`src/rtl/pll_seq_pkg.sv`:
```
// Shared definitions for the PLL lock sequencer.
// Holds the sequencer state encoding, the default cycle and width constants,
// and the Moore output decode shared by the top level.
package pll_seq_pkg;

  // Sequencer states; encoding is fixed and visible on debug taps.
  typedef enum logic [2:0] {
    ST_RESET_PLL = 3'd0,
    ST_WAIT_LOCK = 3'd1,
    ST_STABLE    = 3'd2,
    ST_RUN       = 3'd3,
    ST_FAIL      = 3'd4
  } state_t;

  // Defaults sized for a 74.25 MHz reference clock.
  localparam int unsigned DEF_RST_PULSE_CYCLES    = 16;
  localparam int unsigned DEF_LOCK_STABLE_CYCLES  = 1024;
  localparam int unsigned DEF_LOCK_TIMEOUT_CYCLES = 1048576;
  localparam int unsigned DEF_MAX_RETRIES         = 7;
  localparam int unsigned DEF_CNT_W               = 21;
  localparam int unsigned DEF_RTY_W               = 3;

  // Level outputs that are a pure function of the sequencer state.
  typedef struct packed {
    logic pll_rst;
    logic core_reset;
    logic ready;
    logic fail;
  } seq_out_t;

  // Moore decode; applied to the next state so the registered outputs
  // line up with the state register.
  function automatic seq_out_t decode_state(input state_t st);
    seq_out_t o;
    o.pll_rst    = (st == ST_RESET_PLL) || (st == ST_FAIL);
    o.core_reset = (st != ST_RUN);
    o.ready      = (st == ST_RUN);
    o.fail       = (st == ST_FAIL);
    return o;
  endfunction

endpackage

```
`src/rtl/sync_2ff.sv`:
```
// Single-bit two-flop synchronizer with synchronous active-high reset to 0.
// Ports:
//   clk  - destination clock
//   rst  - synchronous active-high reset, clears both flops
//   d    - asynchronous input bit
//   q    - d resynchronized to clk, two cycles of latency
module sync_2ff (
  input  logic clk,
  input  logic rst,
  input  logic d,
  output logic q
);

  logic meta;

  // First flop may go metastable; second flop gives it a cycle to resolve.
  always_ff @(posedge clk) begin
    if (rst) begin
      meta <= 1'b0;
      q    <= 1'b0;
    end else begin
      meta <= d;
      q    <= meta;
    end
  end

endmodule

```
`src/rtl/pll_lock_sequencer.sv`:
```
// PLL reset / lock handshake initiator.
// Pulses the PLL reset, waits for lock with a timeout and bounded retries,
// qualifies the lock for a number of consecutive cycles, then releases the
// core reset. Loss of lock at run time restarts the whole sequence.
// Ports:
//   refclk       - board reference clock, valid before the PLL locks
//   rst          - synchronous active-high reset
//   pll_locked   - PLL lock flag, asynchronous to refclk
//   relock_req   - one-cycle request to rerun the sequence (RUN / FAIL only)
//   pll_rst      - reset to the PLL
//   core_reset   - reset for logic clocked from the PLL outputs
//   ready        - lock present and qualified
//   fail         - all retries exhausted
//   lost_lock    - one-cycle pulse when lock drops while running
//   retry_count  - retries used in the current sequence
module pll_lock_sequencer
  import pll_seq_pkg::*;
#(
  parameter int unsigned RST_PULSE_CYCLES    = DEF_RST_PULSE_CYCLES,
  parameter int unsigned LOCK_STABLE_CYCLES  = DEF_LOCK_STABLE_CYCLES,
  parameter int unsigned LOCK_TIMEOUT_CYCLES = DEF_LOCK_TIMEOUT_CYCLES,
  parameter int unsigned MAX_RETRIES         = DEF_MAX_RETRIES,
  parameter int unsigned CNT_W               = DEF_CNT_W,
  parameter int unsigned RTY_W               = DEF_RTY_W
) (
  input  logic             refclk,
  input  logic             rst,
  input  logic             pll_locked,
  input  logic             relock_req,
  output logic             pll_rst,
  output logic             core_reset,
  output logic             ready,
  output logic             fail,
  output logic             lost_lock,
  output logic [RTY_W-1:0] retry_count
);

  localparam logic [CNT_W-1:0] CNT_ONE     = CNT_W'(1);
  localparam logic [CNT_W-1:0] RST_LAST    = CNT_W'(RST_PULSE_CYCLES - 1);
  localparam logic [CNT_W-1:0] STABLE_LAST = CNT_W'(LOCK_STABLE_CYCLES - 1);
  localparam logic [CNT_W-1:0] TMO_LAST    = CNT_W'(LOCK_TIMEOUT_CYCLES - 1);
  localparam logic [RTY_W-1:0] RTY_ONE     = RTY_W'(1);
  localparam logic [RTY_W-1:0] RTY_MAX     = RTY_W'(MAX_RETRIES);

  state_t           state_q, state_d;
  logic [CNT_W-1:0] cnt_q, cnt_d;
  logic [RTY_W-1:0] retry_d;
  logic             lost_d;
  logic             locked_s;
  seq_out_t         out_d;

  // Lock flag crosses into refclk; only the synchronized copy is used.
  sync_2ff u_lock_sync (
    .clk (refclk),
    .rst (rst),
    .d   (pll_locked),
    .q   (locked_s)
  );

  // Next-state, shared counter and retry bookkeeping.
  // cnt is cleared on every state change, so it never needs to wrap.
  always_comb begin
    state_d = state_q;
    cnt_d   = cnt_q;
    retry_d = retry_count;
    lost_d  = 1'b0;

    case (state_q)
      ST_RESET_PLL: begin
        if (cnt_q == RST_LAST) begin
          cnt_d   = '0;
          state_d = ST_WAIT_LOCK;
        end else begin
          cnt_d = cnt_q + CNT_ONE;
        end
      end

      ST_WAIT_LOCK: begin
        if (locked_s) begin
          cnt_d   = '0;
          state_d = ST_STABLE;
        end else if (cnt_q == TMO_LAST) begin
          cnt_d = '0;
          if (retry_count == RTY_MAX) begin
            state_d = ST_FAIL;
          end else begin
            retry_d = retry_count + RTY_ONE;
            state_d = ST_RESET_PLL;
          end
        end else begin
          cnt_d = cnt_q + CNT_ONE;
        end
      end

      // A dropout during qualification goes back to waiting without
      // spending a retry; the timeout window starts over.
      ST_STABLE: begin
        if (!locked_s) begin
          cnt_d   = '0;
          state_d = ST_WAIT_LOCK;
        end else if (cnt_q == STABLE_LAST) begin
          cnt_d   = '0;
          retry_d = '0;
          state_d = ST_RUN;
        end else begin
          cnt_d = cnt_q + CNT_ONE;
        end
      end

      // Lock loss wins over a simultaneous relock request.
      ST_RUN: begin
        if (!locked_s) begin
          cnt_d   = '0;
          lost_d  = 1'b1;
          state_d = ST_RESET_PLL;
        end else if (relock_req) begin
          cnt_d   = '0;
          state_d = ST_RESET_PLL;
        end
      end

      ST_FAIL: begin
        if (relock_req) begin
          cnt_d   = '0;
          retry_d = '0;
          state_d = ST_RESET_PLL;
        end
      end

      default: begin
        cnt_d   = '0;
        retry_d = '0;
        state_d = ST_RESET_PLL;
      end
    endcase

    out_d = decode_state(state_d);
  end

  // State, counter and registered outputs.
  always_ff @(posedge refclk) begin
    if (rst) begin
      state_q     <= ST_RESET_PLL;
      cnt_q       <= '0;
      retry_count <= '0;
      pll_rst     <= 1'b1;
      core_reset  <= 1'b1;
      ready       <= 1'b0;
      fail        <= 1'b0;
      lost_lock   <= 1'b0;
    end else begin
      state_q     <= state_d;
      cnt_q       <= cnt_d;
      retry_count <= retry_d;
      pll_rst     <= out_d.pll_rst;
      core_reset  <= out_d.core_reset;
      ready       <= out_d.ready;
      fail        <= out_d.fail;
      lost_lock   <= lost_d;
    end
  end

endmodule
```
`config.mk`:
```
export PLATFORM = sky130hd
export DESIGN_NAME = pll_lock_sequencer
export DESIGN_NICKNAME = d
export VERILOG_FILES = /design/src/rtl/pll_seq_pkg.sv /design/src/rtl/sync_2ff.sv /design/src/rtl/pll_lock_sequencer.sv
export SDC_FILE = /design/constraint.sdc
export NUM_CORES = 1
export LEC_CHECK = 0
export BUFFER_PORTS_ARGS = -buffer_cell sky130_fd_sc_hd__buf_2
export CELL_PAD_IN_SITES_DETAIL_PLACEMENT = 1
export CELL_PAD_IN_SITES_GLOBAL_PLACEMENT = 2
export CORE_UTILIZATION = 30
export CTS_CLUSTER_SIZE = 20
export DETAILED_ROUTE_END_ITERATION = 7
export GPL_ROUTABILITY_DRIVEN = 0
export PLACE_DENSITY = 0.7
export SLEW_MARGIN = 15
export SYNTH_ARGS = -nofsm -noshare
export SYNTH_HDL_FRONTEND = slang
export SYNTH_SLANG_ARGS = --single-unit
```
`constraint.sdc`:
```
create_clock -name refclk -period 3.82 [get_ports refclk]
set_input_delay 0.382 -clock refclk [delete_from_list [all_inputs] [get_ports refclk]]
set_output_delay 0.382 -clock refclk [all_outputs]
set_load 0.005 [all_outputs]
```
; ---- Word-level counts from Yosys, hierarchy flattened
; Index checks and enable logic that the tools add are counted.
[totals]
elab_cells = 62
rom_bits = 0
in_bits = 4
latch_bits = 0
mem_bits_rw = 0
regBits = 34
memories = 0
out_inout_bits = 8
[classes]
n_addsub = 2
n_eq_ne = 17
n_lt_le_gt_ge = 0
div = 0
shift = 0
n_reduce_logical = 6
bitwise = 2
multipliers = 0
mux = 25
[ops]
columns = operator, count
row1 = $mux W21, 7
row2 = $pmux W21 S5, 1
row3 = $mux W3, 14
row4 = $add A21 B1 Y21 const B, 1
row5 = $eq A21 B10 Y1 const B, 1
row6 = $eq A21 B20 Y1 const B, 1
row7 = $eq A21 B4 Y1 const B, 1
row8 = $pmux W3 S5, 1
row9 = $pmux W3 S4, 1
row10 = $ne A2 B2 Y1 const B, 5
row11 = $eq A3 B2 Y1 const B, 3
row12 = $eq A3 B3 Y1 const B, 3
row13 = $reduce_and A7 Y1, 1
row14 = $logic_not A3 Y1, 2
row15 = $reduce_or A2 Y1, 2
row16 = $add A3 B1 Y3 const B, 1
row17 = $eq A3 B1 Y1 const B, 1
row18 = $ne A3 B2 Y1 const B, 1
row19 = $ne A2 B1 Y1 const B, 1
row20 = $not A1 Y1, 2
row21 = $logic_or A1 B1 Y1, 1
row22 = $mux W1, 1

; ---- Depth between registers and ports, before layout
[depth]
ltp_word = 7
ltp_mapped = 10
ltp_nobuf = 8

; ---- By module
; Synthesis repeated with hierarchy kept, for this count alone.
[hier_totals]
cells_unflattened = 219
hier_area_um2 = 1795.5
[modules_own_cells]
columns = mod, instances, area_each_um2, seq_area_each_um2, cells_each
row1 = pll_lock_sequencer, 1, 1742.9, 640.6, 215
row2 = sync_2ff, 1, 52.6, 40.0, 4

; ---- Least setup slack after synthesis
; No wires, ideal clock.
[synth_path]
kind = flip-flop to flip-flop
startpoint = register cnt_q[0]
endpoint = register cnt_q[18]
stages_incl_launch_ff = 11
t_arrival_ps = 1869
n_path_buf = 3
slack_ps = 1855
cell_sequence = dfxtp_1 > ha_1 > and3_1 > buf_6 > and2_4 > and4bb_1 > buf_6 > nor2_8 > o21ai_2 > buf_6 > o41ai_2
[synth_between]
elab_chain_cells = 4
elab_cells_between_ends = 10
classes_between = 1 x add/sub / 3 x eq/ne / 6 x mux
[synth_lines]
columns = element, line_no
row1 = from (decl), pll_lock_sequencer.sv:46  ; logic [CNT_W-1:0] cnt_q, cnt_d;
row2 = from (signal assigned), pll_lock_sequencer.sv:153  ; cnt_q <= cnt_d;
row3 = $add A21 B1 Y21 (tied with other cells), "pll_lock_sequencer.sv:74, pll_lock_sequencer.sv:91, pll_lock_sequencer.sv:106"
row4 = $mux W21 (on tied branches), "pll_lock_sequencer.sv:101, pll_lock_sequencer.sv:82"
row5 = $mux W21 (on tied branches), "pll_lock_sequencer.sv:98, pll_lock_sequencer.sv:79"
row6 = $pmux W21 S5 *, pll_lock_sequencer.sv:68  ; case (state_q)
; Every way passes the cells marked *; elsewhere a longest branch is shown, timed or not.
; A chain may end at the register's enable or synchronous reset.

; ---- Worst setup path in the final report
[layout_path]
startpoint = register cnt_q[0]
endpoint = register cnt_q[9]
; Same word-level chain as after synthesis.

==> run summary <==
Hold Crit Class - input port to register
Vias/cell - 5.69
Commonest non-fill, non-tap cell in the layout - dfxtp_1
Final Cycle Share - 70.5%
Worst EP arrival - 2.84 ns
Core box area - 0.00646 mm^2
Crit path capture type - register
Drt drc - 0
Distinct cells, synth - 60
Crit Path Max Fanout - 18
Min Tclk post-route - 2.69 ns
Vias - 1866
Worst slew pin tran - 0.750 ns
Leakage Power - 0.780 nW
Crit path launch type - register
Max Clock Freq - 371 MHz
Synth Register Bits - 34
Dpl ws - 1.13 ns
Final TNS setup - 0 ns
Slew headroom - 49.6%
Antenna viol nets, final - 0
Worst r2r dst - cnt_q[9]$_SDFF_PP0_
Main synth FF type - dfxtp_1
Max-Cap Viols - 0
Syn avg cell area - 8.33 um^2
Area share of the largest cell type after synthesis - 33.2%
Share of cells above drive strength 1 - 14.7%
Commonest cells after routing, fill and taps aside - 34 x dfxtp_1, 30 x nand2_1, 14 x nor2_1, 14 x nand3_1
Worst r2r src - cnt_q[0]$_SDFF_PP0_
Cell Rows - 29
Crit Path Class - register to register
CP Cell Sequence - ha_1 > and3_1 > and2_4 > and4bb_1 > nor2_8 > o21ai_2 > o311ai_0
Clk buf depth - 2
Largest net degree at the start of global routing - 21
Setup ws final - 1.13 ns
Yosys warning total - 0
Drt first pass iters - 4
Worst VDD drop - 0.0948 mV
N_diodes - 0
Post-CTS setup repair buffer count - 0
Crit. Startpoint - cnt_q[0]$_SDFF_PP0_
Status - complete, no violations
Async set-or-reset flop fraction in the synthesized netlist - 0%
Worst path required time - 3.96 ns
PostCTS Resize Cnt - 0
Detailed placer's ending HPWL - 3800 um
Sequential share of the synthesized area - 33.2%
Synthesis-to-layout area growth - 7.08%
1st-iter DRT viols - 99
DR WL/cell - 16.7 um
Post-synth EDFFs - 0
Die Wd - 84.7 um
First-pass GRT wire length - 9470 um
Area of the mapped netlist - 0.00205 mm^2
Ports - 12
Initial antenna violation count - 0
GR Overflow Total - 0
Worst setup path end - cnt_q[9]$_SDFF_PP0_
Post-synth top area cell - dfxtp_1
Worst path max stage delay - 0.55 ns
Cts bufs inserted - 5
# hold bufs at CTS - 0
Overall die height - 84.7 um
Initial Util - 31.7%
# H-tree levels - 2
RSZ-0062 raised after global routing - false
Fin. max-slew vios - 0
# clock sinks - 34
NumNets Final - 258
Vias in the first global route - 1843
Skew final - 0.00613 ns
CTS root buf - clkbuf_8
FF-to-FF setup slack - 1.13 ns
Clock slew seen by the registers of the worst setup and hold paths - 0.07 ns
DRT Wirelength - 5470 um
Syn Inst Count - 246
Power per cell area - 291 mW/mm^2
Endpoints failing hold - 0
CTS tree - done
Die Area - 0.00717 mm^2
# port buffers - 11
Final Setup Violations - 0
Synthesized net count - 253
Worst path slowest cell - and4bb_1
GRT Total Usage - 16.9%
Worst R2R Path Depth - 7
Worst skew pair latency - 0.29 ns
Leading post-synthesis cells by cell area - dfxtp_1 33%, nand2_1 5.5%, nand3_1 3.4%
[per-stage QoR]
stage          cell area (um^2)  utilization (%)  power, mW  hold slack [ns]  std cells
2_1_floorplan              2050                -      0.382            0.414        246
3_3_place_gp               2120             32.8      0.390            0.425        321
3_5_place_dp               2120             32.8      0.390            0.434        321
4_1_cts                    2190             34.0      0.656            0.300        328
5_1_grt                    2190             34.0      0.672            0.317        328
6_report                   2190             34.0      0.638            0.305        328
[synthesized netlist by cell type (all sizes together), types with 3 or more instances]
cell and instances:
dfxtp 34, nand2 30, nor2 16, nand3 14
o21ai 14, a21oi 11, and3 11, buf 8
nor3 8, clkbuf 7, o311ai 7, nand4 6
o211ai 6, or2 6, and2 5, inv 5
nor4 5, a211oi 4, a22oi 4, and4 4
nor2b 4, o31ai 4, ha 3
[flip-flops by register name, summed over array words and instances, names as in the netlist]
| name | cells |
|---|---|
| ready | 1 |
| state_q | 3 |
| core_reset | 1 |
| lost_lock | 1 |
| fail | 1 |
| pll_rst | 1 |
| u_lock_sync.q | 1 |
| u_lock_sync.meta | 1 |
| cnt_q | 21 |
| retry_count | 3 |
[routing by layer]
layer | routed length [um] | up-vias | track usage (%)
met5 | 0 | - | 0
met4 | 116 | 0 | 7.24
met3 | 131 | 10 | 2.65
met2 | 2420 | 21 | 26.0
met1 | 2800 | 902 | 23.4
li1 | - | 933 | -
[layout make-up]
type	count	area [um^2]
tap	77	96.3
inverter	5	18.8
multi-input combinational	192	1250
timing repair buffer	13	70.1
fill	792	4260
clock buffer	7	76.3
sequential	34	681
[worst max-delay path: cells and delay by family (launching register included)]
family	cells	cell delay, ns
and+or+nand+nor	4	1.29
AOI/OAI and AO/OA	2	0.69
DFF	1	0.37
adders and majority gates	1	0.20
[where the power goes]
part	switching (mW)	leakage [nW]	internal (mW)	total, mW
sequential	0.00348	0.275	0.358	0.362
combinational	0.0136	0.466	0.00619	0.0198
clock	0.131	0.0383	0.126	0.256
[cell families after synthesis]
kind of cell	after synthesis	share of synthesized area [%]
adders and majority gates	3	1.83
xor gates and xnor gates	3	1.28
buffers and inverters	20	5.68
and+or+nand+nor	117	31.9
muxes	1	0.488
DFF	34	33.2
AOI/OAI and AO/OA	68	25.6
[worst min path at each step]
stage	depth (start not counted)	from	slack (ns)	endpoint
after global routing	2	pll_locked	0.32	u_lock_sync.meta$_SDFF_PP0_
after global placement	1	u_lock_sync.meta$_SDFF_PP0_	0.42	u_lock_sync.q$_SDFF_PP0_
final	2	pll_locked	0.31	u_lock_sync.meta$_SDFF_PP0_
after CTS	2	pll_locked	0.30	u_lock_sync.meta$_SDFF_PP0_
after detailed placement	1	u_lock_sync.meta$_SDFF_PP0_	0.43	u_lock_sync.q$_SDFF_PP0_
after floorplan	1	u_lock_sync.meta$_SDFF_PP0_	0.41	u_lock_sync.q$_SDFF_PP0_
Power figures use the tool's default switching activity.
